--- src/rtl/ext_pkg.sv ---
// Shared definitions for the operand-extension stage: mode encodings,
// occupancy states and the misalignment rule used by the datapath.
package ext_pkg;

  localparam logic [2:0] EXT_ZERO  = 3'b000;
  localparam logic [2:0] EXT_SIGN  = 3'b001;
  localparam logic [2:0] EXT_UPPER = 3'b010;
  localparam logic [2:0] EXT_LB    = 3'b011;
  localparam logic [2:0] EXT_LBU   = 3'b100;
  localparam logic [2:0] EXT_LH    = 3'b101;
  localparam logic [2:0] EXT_LHU   = 3'b110;
  localparam logic [2:0] EXT_LW    = 3'b111;

  typedef enum logic [1:0] {
    ST_EMPTY = 2'd0,
    ST_ONE   = 2'd1,
    ST_TWO   = 2'd2
  } ext_state_e;

  // Only the low two offset bits matter; wider offsets only pick a lane.
  function automatic logic ext_misaligned(input logic [2:0] mode,
                                          input logic [1:0] off_lo);
    logic mis;
    mis = 1'b0;
    case (mode)
      EXT_LH, EXT_LHU: mis = off_lo[0];
      EXT_LW:          mis = |off_lo;
      default:         mis = 1'b0;
    endcase
    return mis;
  endfunction

endpackage

--- src/rtl/ext_align_comb.sv ---
// Combinational extension datapath: immediate zero/sign/upper extension and
// little-endian load lane selection with sign/zero extension.
module ext_align_comb
  import ext_pkg::*;
#(
  parameter int DATA_W = 32,
  parameter int IMM_W  = 16,
  parameter int OFF_W  = $clog2(DATA_W / 8)
) (
  input  logic [2:0]        mode,
  input  logic [IMM_W-1:0]  imm,
  input  logic [DATA_W-1:0] data,
  input  logic [OFF_W-1:0]  off,
  output logic [DATA_W-1:0] result,
  output logic              misalign
);

  logic [DATA_W-1:0] lane_data;
  logic [31:0]       upper_word;
  logic              mis;

  always_comb begin
    lane_data  = data >> {off, 3'b000};
    upper_word = 32'(imm) << (32 - IMM_W);
    mis        = ext_misaligned(mode, off[1:0]);
    result     = '0;
    case (mode)
      EXT_ZERO:  result = DATA_W'(imm);
      EXT_SIGN:  result = DATA_W'($signed(imm));
      EXT_UPPER: result = DATA_W'($signed(upper_word));
      EXT_LB:    result = DATA_W'($signed(lane_data[7:0]));
      EXT_LBU:   result = DATA_W'(lane_data[7:0]);
      EXT_LH:    result = DATA_W'($signed(lane_data[15:0]));
      EXT_LHU:   result = DATA_W'(lane_data[15:0]);
      EXT_LW:    result = DATA_W'($signed(lane_data[31:0]));
      default:   result = '0;
    endcase
    // A misaligned access delivers a zero result alongside the flag.
    if (mis) begin
      result = '0;
    end
  end

  assign misalign = mis;

endmodule

--- src/rtl/ext_align_stage.sv ---
// Registered extension stage with a 2-entry skid buffer; in_ready depends only
// on registered state (and flush/reset), never on out_ready.
module ext_align_stage
  import ext_pkg::*;
#(
  parameter  int DATA_W = 32,
  parameter  int IMM_W  = 16,
  parameter  int TAG_W  = 5,
  localparam int OFF_W  = $clog2(DATA_W / 8)
) (
  input  logic              clk,
  input  logic              reset,
  input  logic              flush,
  input  logic              in_valid,
  output logic              in_ready,
  input  logic [2:0]        in_mode,
  input  logic [IMM_W-1:0]  in_imm,
  input  logic [DATA_W-1:0] in_data,
  input  logic [OFF_W-1:0]  in_off,
  input  logic [TAG_W-1:0]  in_tag,
  output logic              out_valid,
  input  logic              out_ready,
  output logic [DATA_W-1:0] out_data,
  output logic [TAG_W-1:0]  out_tag,
  output logic              out_misalign
);

  logic [DATA_W-1:0] calc_data;
  logic              calc_mis;

  ext_align_comb #(
    .DATA_W(DATA_W),
    .IMM_W (IMM_W),
    .OFF_W (OFF_W)
  ) u_comb (
    .mode    (in_mode),
    .imm     (in_imm),
    .data    (in_data),
    .off     (in_off),
    .result  (calc_data),
    .misalign(calc_mis)
  );

  ext_state_e        state_q, state_d;
  logic              in_ready_q, in_ready_d;
  logic [DATA_W-1:0] out_data_q, out_data_d;
  logic [TAG_W-1:0]  out_tag_q, out_tag_d;
  logic              out_mis_q, out_mis_d;
  logic [DATA_W-1:0] skid_data_q, skid_data_d;
  logic [TAG_W-1:0]  skid_tag_q, skid_tag_d;
  logic              skid_mis_q, skid_mis_d;
  logic              accept, pop;

  assign in_ready     = in_ready_q & ~flush & ~reset;
  assign out_valid    = (state_q != ST_EMPTY);
  assign out_data     = out_data_q;
  assign out_tag      = out_tag_q;
  assign out_misalign = out_mis_q;
  assign accept       = in_valid & in_ready;
  assign pop          = out_valid & out_ready;

  always_comb begin
    state_d     = state_q;
    out_data_d  = out_data_q;
    out_tag_d   = out_tag_q;
    out_mis_d   = out_mis_q;
    skid_data_d = skid_data_q;
    skid_tag_d  = skid_tag_q;
    skid_mis_d  = skid_mis_q;
    case (state_q)
      ST_EMPTY: begin
        if (accept) begin
          out_data_d = calc_data;
          out_tag_d  = in_tag;
          out_mis_d  = calc_mis;
          state_d    = ST_ONE;
        end
      end
      ST_ONE: begin
        if (accept && pop) begin
          out_data_d = calc_data;
          out_tag_d  = in_tag;
          out_mis_d  = calc_mis;
        end else if (pop) begin
          state_d = ST_EMPTY;
        end else if (accept) begin
          skid_data_d = calc_data;
          skid_tag_d  = in_tag;
          skid_mis_d  = calc_mis;
          state_d     = ST_TWO;
        end
      end
      ST_TWO: begin
        if (pop) begin
          out_data_d = skid_data_q;
          out_tag_d  = skid_tag_q;
          out_mis_d  = skid_mis_q;
          state_d    = ST_ONE;
        end
      end
      default: state_d = ST_EMPTY;
    endcase
    // Flush drops held items; a pop seen this cycle has already completed.
    if (flush) begin
      state_d = ST_EMPTY;
    end
    in_ready_d = (state_d != ST_TWO);
  end

  always_ff @(posedge clk) begin
    if (reset) begin
      state_q     <= ST_EMPTY;
      in_ready_q  <= 1'b1;
      out_data_q  <= '0;
      out_tag_q   <= '0;
      out_mis_q   <= 1'b0;
      skid_data_q <= '0;
      skid_tag_q  <= '0;
      skid_mis_q  <= 1'b0;
    end else begin
      state_q     <= state_d;
      in_ready_q  <= in_ready_d;
      out_data_q  <= out_data_d;
      out_tag_q   <= out_tag_d;
      out_mis_q   <= out_mis_d;
      skid_data_q <= skid_data_d;
      skid_tag_q  <= skid_tag_d;
      skid_mis_q  <= skid_mis_d;
    end
  end

endmodule

--- config.mk ---
export PLATFORM = sky130hd
export DESIGN_NAME = ext_align_stage
export DESIGN_NICKNAME = d
export VERILOG_FILES = /design/src/rtl/ext_pkg.sv /design/src/rtl/ext_align_comb.sv /design/src/rtl/ext_align_stage.sv
export SDC_FILE = /design/constraint.sdc
export NUM_CORES = 1
export LEC_CHECK = 0
export ABC_AREA = 1
export BUFFER_PORTS_ARGS = -buffer_cell sky130_fd_sc_hd__buf_2
export CORE_ASPECT_RATIO = 1.5
export CORE_UTILIZATION = 50
export CTS_CLUSTER_DIAMETER = 80
export DETAILED_ROUTE_END_ITERATION = 10
export HOLD_SLACK_MARGIN = 0.02
export PLACE_DENSITY = 0.75
export SLEW_MARGIN = 40
export SYNTH_ARGS = -nofsm -noshare
export SYNTH_HDL_FRONTEND = slang
export SYNTH_SLANG_ARGS = --single-unit
--- constraint.sdc ---
create_clock -name clk -period 2.2 [get_ports clk]
set_input_delay 0 -clock clk [delete_from_list [all_inputs] [get_ports clk]]
set_output_delay 0 -clock clk [all_outputs]
set_load 0.01 [all_outputs]
Word level (Yosys, flattened, before mapping). Cells that the tools add are included.

Equal/unequal tests: 13. Reduce and logical (&&, ||, !) cells: 9. Shifts and indexed selects: 1. Muxes and demuxes: 22. Bitwise operators: 8.

Operator list (count): 32-bit case mux with 8 select lines (1); 32-bit two-way mux (4); 32-bit case mux with 3 select lines (1); 32-bit by 5-bit >> shifter with 32-bit output (1); 5-bit two-way mux (3); 5-bit case mux with 3 select lines (1); 3-bit equality test, second input constant (4); 2-bit two-way mux (6); 2-bit != test, second input constant (4); 4-bit AND reduction (2); 3-bit by 2-bit equality test with 1-bit output, second input constant (2); 2-bit case mux with 3 select lines (1); 1-bit bitwise AND (4); 1-bit NOT (4); 2-bit OR reduction (2); 3-bit by 1-bit equality test with 1-bit output, second input constant (1); 3-bit zero test (1); 1-bit two-way mux (3); 1-bit case mux with 3 select lines (1); 3-bit nonzero test (1); 2-bit by 1-bit equality test with 1-bit output, second input constant (1); 2-bit equality test, second input constant (1); 2-bit zero test (1); 1-bit case mux with 2 select lines (1); 2 further kinds (2).

Logic and storage cells: 61. Register bits: 79. Input bits: 63. Output and inout port bits: 40.

Longest topological paths before layout. Gate-level depths: netlist (run 1).

Word-level depth: 10. Gate-level depth with buffers: 11. Gate-level depth less buffers: 9.

Modules after synthesis. A second synthesis (run 1) with hierarchy kept.

Cell total of the unflattened synthesis: 900. Area, all modules: 5226.3 µm².

Modules (own cells, without submodules): ext_align_stage (sequential area each 1581.5 µm², cells each 569, times used 1, area an instance 3774.9 µm²); ext_align_comb (sequential area each 0.0 µm², cells each 331, times used 1, area an instance 1451.4 µm²).

Worst setup path before layout (run 1). OpenSTA, ideal clock, no wires.

Kind: flip-flop to flip-flop. From: register state_q[1]. To: register out_tag_q[4], in the netlist out_tag[4]. Data required time: 2.084 ns. Stages on the path, launching flop included: 8. Slack: 0.848 ns. Arrival time: 1.236 ns. Library setup time: 0.116 ns. Cell sequence: dfxtp_1 > nand2_1 > o21ai_1 > o21ai_1 > buf_2 > buf_2 > o21ai_0 > nor2_1.

Longest elaborated chain between the ends: 5. Elaborated cells on any way between the ends: 12. Those cells by class: 5 x eq/ne; 1 x mux; 1 x bitwise; 5 x reduce/logical.

Ends and longest elaborated chain: from (decl) (line ext_align_stage.sv:44) `ext_state_e state_q, state_d;`; from (signal assigned) (line ext_align_stage.sv:121) `state_q <= state_d;`; 2-bit nonzero test (line ext_align_stage.sv:55) `assign out_valid = (state_q != ST_EMPTY);`; 1-bit bitwise AND (line ext_align_stage.sv:60) `assign pop = out_valid & out_ready;`; 1-bit logical AND (line ext_align_stage.sv:80) `if (accept && pop) begin`; 2-bit != test (no line); 4-bit AND reduction (no line); to (signal assigned) (line ext_align_stage.sv:124) `out_tag_q <= out_tag_d;`; to (decl) (line ext_align_stage.sv:47) `logic [TAG_W-1:0] out_tag_q, out_tag_d;`.

Several ways; a longest one is shown, not always the timed one. A chain may end at the register's enable or synchronous reset.

Worst setup path after layout (run 1).
From: register state_q[0]. To: register in_ready_q.

Longest elaborated chain between the ends: 7. Elaborated cells on any way between the ends: 14. Those cells by class: 3 x eq/ne; 7 x mux; 1 x bitwise; 3 x reduce/logical.

Ends and longest elaborated chain: 2-bit nonzero test (line ext_align_stage.sv:55); 1-bit bitwise AND (line ext_align_stage.sv:60); 2-bit two-way mux / 1-bit logical AND (equally long branches) (line ext_align_stage.sv:84, ext_align_stage.sv:80); 2-bit two-way mux (line ext_align_stage.sv:80); 2-bit case mux with 3 select lines * (line ext_align_stage.sv:70) `case (state_q)`; 2-bit two-way mux * (line ext_align_stage.sv:104) `if (flush) begin`; 2-bit != test * (line ext_align_stage.sv:107) `in_ready_d = (state_d != ST_TWO);`; to (signal assigned) (line ext_align_stage.sv:122) `in_ready_q <= in_ready_d;`; to (decl) (line ext_align_stage.sv:45) `logic in_ready_q, in_ready_d;`.

Mark *: on every way between the ends. The rest lies on a longest branch, timed or not.

==> metrics.md, run 1 <==
| Metric | Value |
|---|---|
| Total number of placement rows | `slightly above 40` |
| Yosys warning count | `0` |
| Crit-path max cell delay | `between 500 and 600 ps` |
| Arr. time, crit path | `2200 ps` |
| Syn_nets | `approximately 740` |
| Post-Syn Area | `4330 sq um` |
| Final Hold Fails | `0` |
| Clock slew at reported path FFs | `approximately 50 ps` |
| DR iter-0 viols | `314` |
| Synthesized area per cell | `around 6.4 sq um` |
| Syn Inst Count | `roughly 670` |
| All-Layer GR Usage | `0.293` |
| Die W | `78.0 um` |
| GRT Max-Usage Layer | `met2` |
| Slew margin rel. | `0.435` |
| Setup bufs post-CTS | `0` |
| CTS Buffer Depth | `2` |
| Critical Path RT | `around 2500 ps` |
| Largest net degree at the start of global routing | `just under 80` |
| # port buffers | `between 100 and 150` |
| Pwr dens | `~660 nW/um^2` |
| Status | `finished clean` |
| Worst VDD drop | `0.547 mV` |
| Met3 Usage GRT | `0.0512` |
| Die Y | `116 um` |
| Routed Antenna Nets | `0` |
| Met2 Use GR | `0.518` |
| RSZ-0062 raised after global routing | `no` |
| Remaining DRCs | `0` |
| Final WL | `~13 mm` |
| Fill count | `approximately 800` |
| Setup violators final | `0` |
| Buf/Inv on CP | `4` |
| Share of cells above drive strength 1 | `0.192` |
| Setup TNS | `0 ps` |
| Max Clk Rate | `between 500 and 600 MHz` |
| Fin crit share | `0.877` |
| Area delta synth->final | `19.3%` |
| First-pass GRT wire length | `a little over 20 mm` |
| GR Util met1 | `0.357` |
| Post-Place Setup Slack | `between 300 and 400 ps` |
| Maxcap violations | `0` |
| Crit-path cells | `inv_1 -> nand2_1 -> buf_4 -> clkinv_1 -> o211ai_1 -> dlygate4sd3_1` |
| Register area share after synthesis | `0.365` |
| Gpl congestion | `~0.9` |
| Antenna diodes | `0` |
| Vias in the first global route | `~4400` |
| Clock sinks | `just under 80` |
| DP Wirelength | `between 8 and 9 mm` |
| CTS tree | `done` |
| Number of nets in the layout | `about 800` |
| Total congestion overflow | `0` |
| H-Tree Depth | `3` |
| Top delay family on crit path | `buffers and inverters` |
| Final-report max-slew violation count | `0` |
| Insertion delay to the later sink of the worst-skew pair | `roughly 330 ps` |
| DRT Pass-1 Iters | `5` |
| Yosys reg bits | `between 70 and 80` |
| Initial Util | `0.514` |
| Leak | `~2.5 nW` |
| Clock Skew | `roughly 7 ps` |
| Total number of vias | `between 4000 and 5000` |
| Avg WL per Cell | `15.1 um` |
| Root Driver | `clkbuf_16` |
| Kind of critical path | `flop to flop` |
| Hold Path Class | `input port to flop` |
| Worst Path Max Fanout | `43` |
| Resized cells post-CTS | `0` |
| Critical Path Slowest Stage Cell | `dlygate4sd3_1` |
| Worst Tran Pin Value | `roughly 850 ps` |
| Synth cell types | `27` |
| CP Launch Type | `flop` |
| Core area | `around 8400 sq um` |
| Die area | `roughly 9000 sq um` |
| DR vias/cell | `between 5 and 6` |
| Setup ws final | `roughly 270 ps` |
| Initial antenna violation count | `0` |
| Critical Path End Type | `flop` |
| CTS buffer count | `9` |
| I/O pins | `approximately 100` |
| Post-layout minimum cycle time | `around 1900 ps` |
## per-layer routing
layer | vias to the layer above | share of wire
li1 | 2407 | -
met1 | 2151 | 0.41
met2 | 221 | 0.49
met3 | 14 | 0.074
met4 | 0 | 0.019
met5 | - | 0
## path summary, 6_finish.rpt
| kind | startpoint | end | slack, ps | cells after the start |
|---|---|---|---|---|
| hold reg to reg | skid_tag_q[2]$_SDFFE_PP0P_ | skid_tag_q[2]$_SDFFE_PP0P_ | 450 | 2 |
| setup / recovery | state_q[0]$_SDFF_PP0_ | in_ready_q$_SDFF_PP1_ | 270 | 6 |
| hold / removal | out_ready | state_q[0]$_SDFF_PP0_ | 60 | 4 |
| setup reg to reg | state_q[0]$_SDFF_PP0_ | in_ready_q$_SDFF_PP1_ | 270 | 6 |
## where the power goes
group	internal [W]	switching, W	leakage, nW
clock network	0.000822	0.000554	0.136
registers	0.00147	0.0000212	0.641
logic	0.000194	0.000351	1.77
total	0.00249	0.000926	2.55
## worst register-to-register path, cell delays in order (launching register included)
cell,delay [ps]
dfxtp_1,330
inv_1,60
nand2_1,70
buf_4,410
clkinv_1,170
o211ai_1,250
dlygate4sd3_1,580
## final cells by class
| cell class | count | area (sq um) | area share |
|---|---|---|---|
| flip-flops and latches | 79 | 1580 | 0.306 |
| well taps | 107 | 134 | 0.0259 |
| clock buffers | 13 | 260 | 0.0504 |
| repair buffers | 119 | 671 | 0.130 |
| multi-input cells | 516 | 2400 | 0.465 |
| clock inverters | 3 | 17.5 | 0.00339 |
| inverters | 26 | 97.6 | 0.0189 |
## cell usage in the layout (no fill, tap or decap), types with 2 or more instances in the layout
master	synthesis	final
nand2_1	159	159
a21oi_1	103	103
nand4_1	3	3
nor2_4	4	4
buf_4	3	8
o21ai_1	7	6
nand3_1	65	65
clkbuf_8	0	2
nor2_1	73	72
nor2_2	2	3
o21ai_0	80	80
buf_2	17	102
dfxtp_1	79	79
nand2_2	2	2
o211ai_1	11	11
clkinv_2	0	2
clkbuf_16	0	9
inv_2	6	6
clkbuf_1	25	2
inv_1	19	19
dlygate4sd3_1	0	8
## kinds of logic (layout without fill, tap and decap cells)
logic type,count (synthesis),in the layout,share of synthesized area
AO/OA/AOI/OAI,203,203,0.242
buffers and inverters,77,161,0.0812
flip-flops,79,79,0.365
AND/OR/NAND/NOR,313,313,0.311
## metrics by stage
stage | power (W) | utilization | instances | cell area, sq um | hold slack (ps)
global route | 0.00355 | 0.614 | 863 | 5160 | 92.6
finish | 0.00341 | 0.614 | 863 | 5160 | 56.8
detailed placement | 0.00205 | 0.571 | 839 | 4800 | 259
global placement | 0.00204 | 0.571 | 839 | 4800 | 254
CTS | 0.00341 | 0.614 | 863 | 5160 | 36.5
floorplan | 0.00186 | - | 672 | 4330 | 47.5
## synth_stat cells (all sizes together)
library cell	n	area [sq um]
inv	25	93.8
o21a	1	7.51
clkbuf	25	93.8
nor2	79	332
clkinv	1	3.75
nand3	67	353
o21ai	87	435
nor3	2	26.3
nand4	3	18.8
a21boi	1	7.51
a21oi	103	515
dfxtp	79	1580
o211ai	11	82.6
nand3b	1	7.51
nand2	161	609
buf	26	160
## flip-flops by register name, summed over array words and instances, names as in the netlist
register / flops
out_data: 32
skid_data_q: 32
out_tag: 5
skid_tag_q: 5
state_q: 2
in_ready_q: 1
out_misalign: 1
skid_mis_q: 1
## repair_timing
item	CTS	global route
hold buffers	8	0
endpoints found under the hold margin	8	0
endpoints found under the setup margin	0	0
No activity file was read; power rests on OpenSTA's default activity.
==> run 2: changes to the inputs <==
--- a/config.mk
+++ b/config.mk
@@ -12,8 +12,9 @@
 export CTS_CLUSTER_DIAMETER = 80
 export DETAILED_ROUTE_END_ITERATION = 10
 export HOLD_SLACK_MARGIN = 0.02
-export PLACE_DENSITY = 0.75
+export PLACE_DENSITY = 0.73
 export SLEW_MARGIN = 40
 export SYNTH_ARGS = -nofsm -noshare
 export SYNTH_HDL_FRONTEND = slang
+export SYNTH_HIERARCHICAL = 1
 export SYNTH_SLANG_ARGS = --single-unit
==> metrics.md, run 2 <==
| Metric | Value |
|---|---|
| Die W | `85.5 um (was 78.0 um)` |
| Share of cells above drive strength 1 | `0.160 (was 0.192)` |
| Critical Path RT | `2480 ps (was 2470 ps)` |
| Max Clk Rate | `474 MHz (was 518 MHz)` |
| CTS Buffer Depth | `2 (unchanged)` |
| Yosys warning count | `6 (was 0)` |
| Commonest cells in the synthesized netlist | `nand2_1, nor2_1, nand3_1, inv_1, dfxtp_1 (was nand2_1, a21oi_1, o21ai_0, dfxtp_1, nor2_1)` |
| EDFF count, synth | `0 (unchanged)` |
| Status | `finished clean (unchanged)` |
| Commonest non-fill, non-tap cell in the layout | `nand2_1 (unchanged)` |
| DR vias/cell | `5.20 (was 5.55)` |
| Vias in the first global route | `4916 (was 4350)` |
| R2R Setup Slk | `300 ps (was 270 ps)` |
| Remaining DRCs | `0 (unchanged)` |
| # port buffers | `102 (unchanged)` |
| Syn Inst Count | `900 (was 672)` |
| Antenna diodes | `0 (unchanged)` |
| Initial antenna violation count | `0 (unchanged)` |
| Worst VDD drop | `0.407 mV (was 0.547 mV)` |
| Commonest non-fill, non-tap cells in the layout | `nand2_1, nor2_1, nand3_1 (was nand2_1, a21oi_1, buf_2)` |
| Worst Tran Pin Value | `705 ps (was 847 ps)` |
| Post-layout minimum cycle time | `2110 ps (was 1930 ps)` |
| Kind of critical path | `input port to flop (was flop to flop)` |
| Synth top area share | `0.303 (was 0.365)` |
| Asr flop ratio synth | `0 (unchanged)` |
| Final WL | `14.3 mm (was 13.0 mm)` |
| Pwr dens | `588 nW/um^2 (was 661 nW/um^2)` |
| Routed Antenna Nets | `0 (unchanged)` |
| DP Wirelength | `9.81 mm (was 8.83 mm)` |
| Die Y | `127 um (was 116 um)` |
| Ys flop type | `dfxtp_1 (unchanged)` |
| Yosys reg bits | `79 (unchanged)` |
| Total number of placement rows | `45 (was 41)` |
| Synth cell types | `25 (was 27)` |
| Register area share after synthesis | `0.303 (was 0.365)` |
| Hold Slack | `153 ps (was 56.8 ps)` |
| Clock Skew | `4.75 ps (was 7.05 ps)` |
| All-Layer GR Usage | `0.268 (was 0.293)` |
| Total number of vias | `5697 (was 4793)` |
| First-pass GRT wire length | `23.8 mm (was 20.8 mm)` |
| Cell with the most instances after synthesis | `nand2_1 (unchanged)` |
| R2R cell count | `6 (unchanged)` |
| Largest net degree at the start of global routing | `54 (was 78)` |
| Hold Path Class | `input port to flop (unchanged)` |
| Area delta synth->final | `15.0% (was 19.3%)` |
| Leak | `3.22 nW (was 2.55 nW)` |
| Syn_nets | `963 (was 735)` |
| Synthesized area per cell | `5.81 sq um (was 6.44 sq um)` |
| Number of nets in the layout | `1037 (was 814)` |
| Maxcap violations | `0 (unchanged)` |
| Core area | `10100 sq um (was 8410 sq um)` |
| CP Launch Type | `input port (was flop)` |
| CTS tree | `done (unchanged)` |
| Total congestion overflow | `0 (unchanged)` |
| Final-report max-slew violation count | `0 (unchanged)` |
| Slew margin rel. | `0.527 (was 0.435)` |
| Insertion delay to the later sink of the worst-skew pair | `330 ps (about the same)` |
| Tot Pwr | `0.00353 W (was 0.00341 W)` |
| Root Driver | `clkbuf_16 (unchanged)` |
| Gpl congestion | `0.902 (about the same)` |
| Setup violators final | `0 (unchanged)` |
| Initial Util | `0.516 (was 0.514)` |
| Post-Syn Area | `5230 sq um (was 4330 sq um)` |
| Setup bufs post-CTS | `0 (unchanged)` |
| RR Startpoint | `in_ready_q$_SDFF_PP1_ (was state_q[0]$_SDFF_PP0_)` |
| Fin crit share | `0.960 (was 0.877)` |
| Clock slew at reported path FFs | `60 ps (was 50 ps)` |
| Final Hold Fails | `0 (unchanged)` |
| Critical Path End Type | `flop (unchanged)` |
| Worst setup endpoint | `state_q[0]$_SDFF_PP0_ (was in_ready_q$_SDFF_PP1_)` |
| Critical Path Source | `flush (was state_q[0]$_SDFF_PP0_)` |
| I/O pins | `103 (unchanged)` |
| Die area | `10900 sq um (was 9040 sq um)` |
| CTS buffer count | `9 (unchanged)` |
| Arr. time, crit path | `2390 ps (was 2200 ps)` |
| DR iter-0 viols | `534 (was 314)` |
| Reg-to-reg endpoint | `state_q[0]$_SDFF_PP0_ (was in_ready_q$_SDFF_PP1_)` |
| Yosys top cell by area | `dfxtp_1 (unchanged)` |
| Avg WL per Cell | `13.1 um (was 15.1 um)` |
| Clock sinks | `79 (unchanged)` |
| Worst Path Max Fanout | `29 (was 43)` |
| H-Tree Depth | `3 (unchanged)` |
| Top cells by area, synth | `dfxtp_1, nand2_1, nor2_1 (was dfxtp_1, nand2_1, a21oi_1)` |
| DRT Pass-1 Iters | `7 (was 5)` |
[run 2: per-layer routing]
| metal | global-route usage | routed length, um | vias to the layer above |
|---|---|---|---|
| li1 | - | - | 2964 |
| met1 | 0.354 | 6580 | 2504 |
| met2 | 0.428 | 6650 | 198 |
| met3 | 0.0388 | 646 | 31 |
| met4 | 0.126 | 463 | 0 |
| met5 | 0 | 0 | - |
[run 2: how the worst min path moves through the flow]
stage,startpoint,end,slack (ps),cells after the start
final,in_valid,skid_tag_q[2]$_SDFFE_PP0P_,150,4
after global routing,in_valid,skid_tag_q[2]$_SDFFE_PP0P_,150,4
after CTS,in_imm[2],skid_data_q[2]$_SDFFE_PP0P_,190,5
after detailed placement,in_tag[2],skid_tag_q[2]$_SDFFE_PP0P_,260,3
after global placement,flush,in_ready,250,3
after floorplan,reset,in_ready,50,1
[run 2: cell families (layout without fill, tap and decap cells)]
| kind of cell | after synthesis | count (layout) | share of synthesized area |
|---|---|---|---|
| flops | 79 | 79 | 0.303 |
| buf+inv | 154 | 233 | 0.142 |
| compound gates | 89 | 89 | 0.0852 |
| simple gates | 578 | 578 | 0.470 |
[run 2: where the power goes]
group / internal (W) / total, W / switching (W)
sequential: 0.00147 / 0.00149 / 0.0000205
clock: 0.000788 / 0.00138 / 0.000588
combinational: 0.000245 / 0.000667 / 0.000421
total: 0.00250 / 0.00353 / 0.00103
[run 2: critical path: stages]
cell	delay, ps
dlygate4sd3_1	530
buf_2	130
nor2_1	240
nand3_4	230
nand2_2	140
buf_6	230
o21ai_0	140
a21oi_1	170
dlygate4sd3_1	570
[run 2: repair_timing]
| item | 4_1_cts | 5_1_grt |
|---|---|---|
| hold buffers | 9 | 0 |
| setup endpoints to repair | 0 | 1 |
| gates resized for setup | 0 | 2 |
| endpoints found under the hold margin | 7 | 0 |
[run 2: cell type report]
type / instances / area, sq um
Multi-Input combinational cell: 667 / 2910
Fill cell: 1069 / 4120
Clock buffer: 10 / 239
Timing Repair Buffer: 127 / 749
Clock inverter: 6 / 36.3
Inverter: 90 / 345
Sequential cell: 79 / 1580
Tap cell: 117 / 146
[run 2: stage by stage]
stage          instance area (sq um)  utilization  setup WS, ps  TNS (ps)  cells
3_3_place_gp                    5640        0.556           482         0   1071
6_report                        6010        0.593          88.3         0   1096
3_5_place_dp                    5640        0.556           489         0   1071
4_1_cts                         6000        0.592          54.5         0   1096
2_1_floorplan                   5230            -           964         0    900
5_1_grt                         6010        0.593        -0.680    -0.680   1096
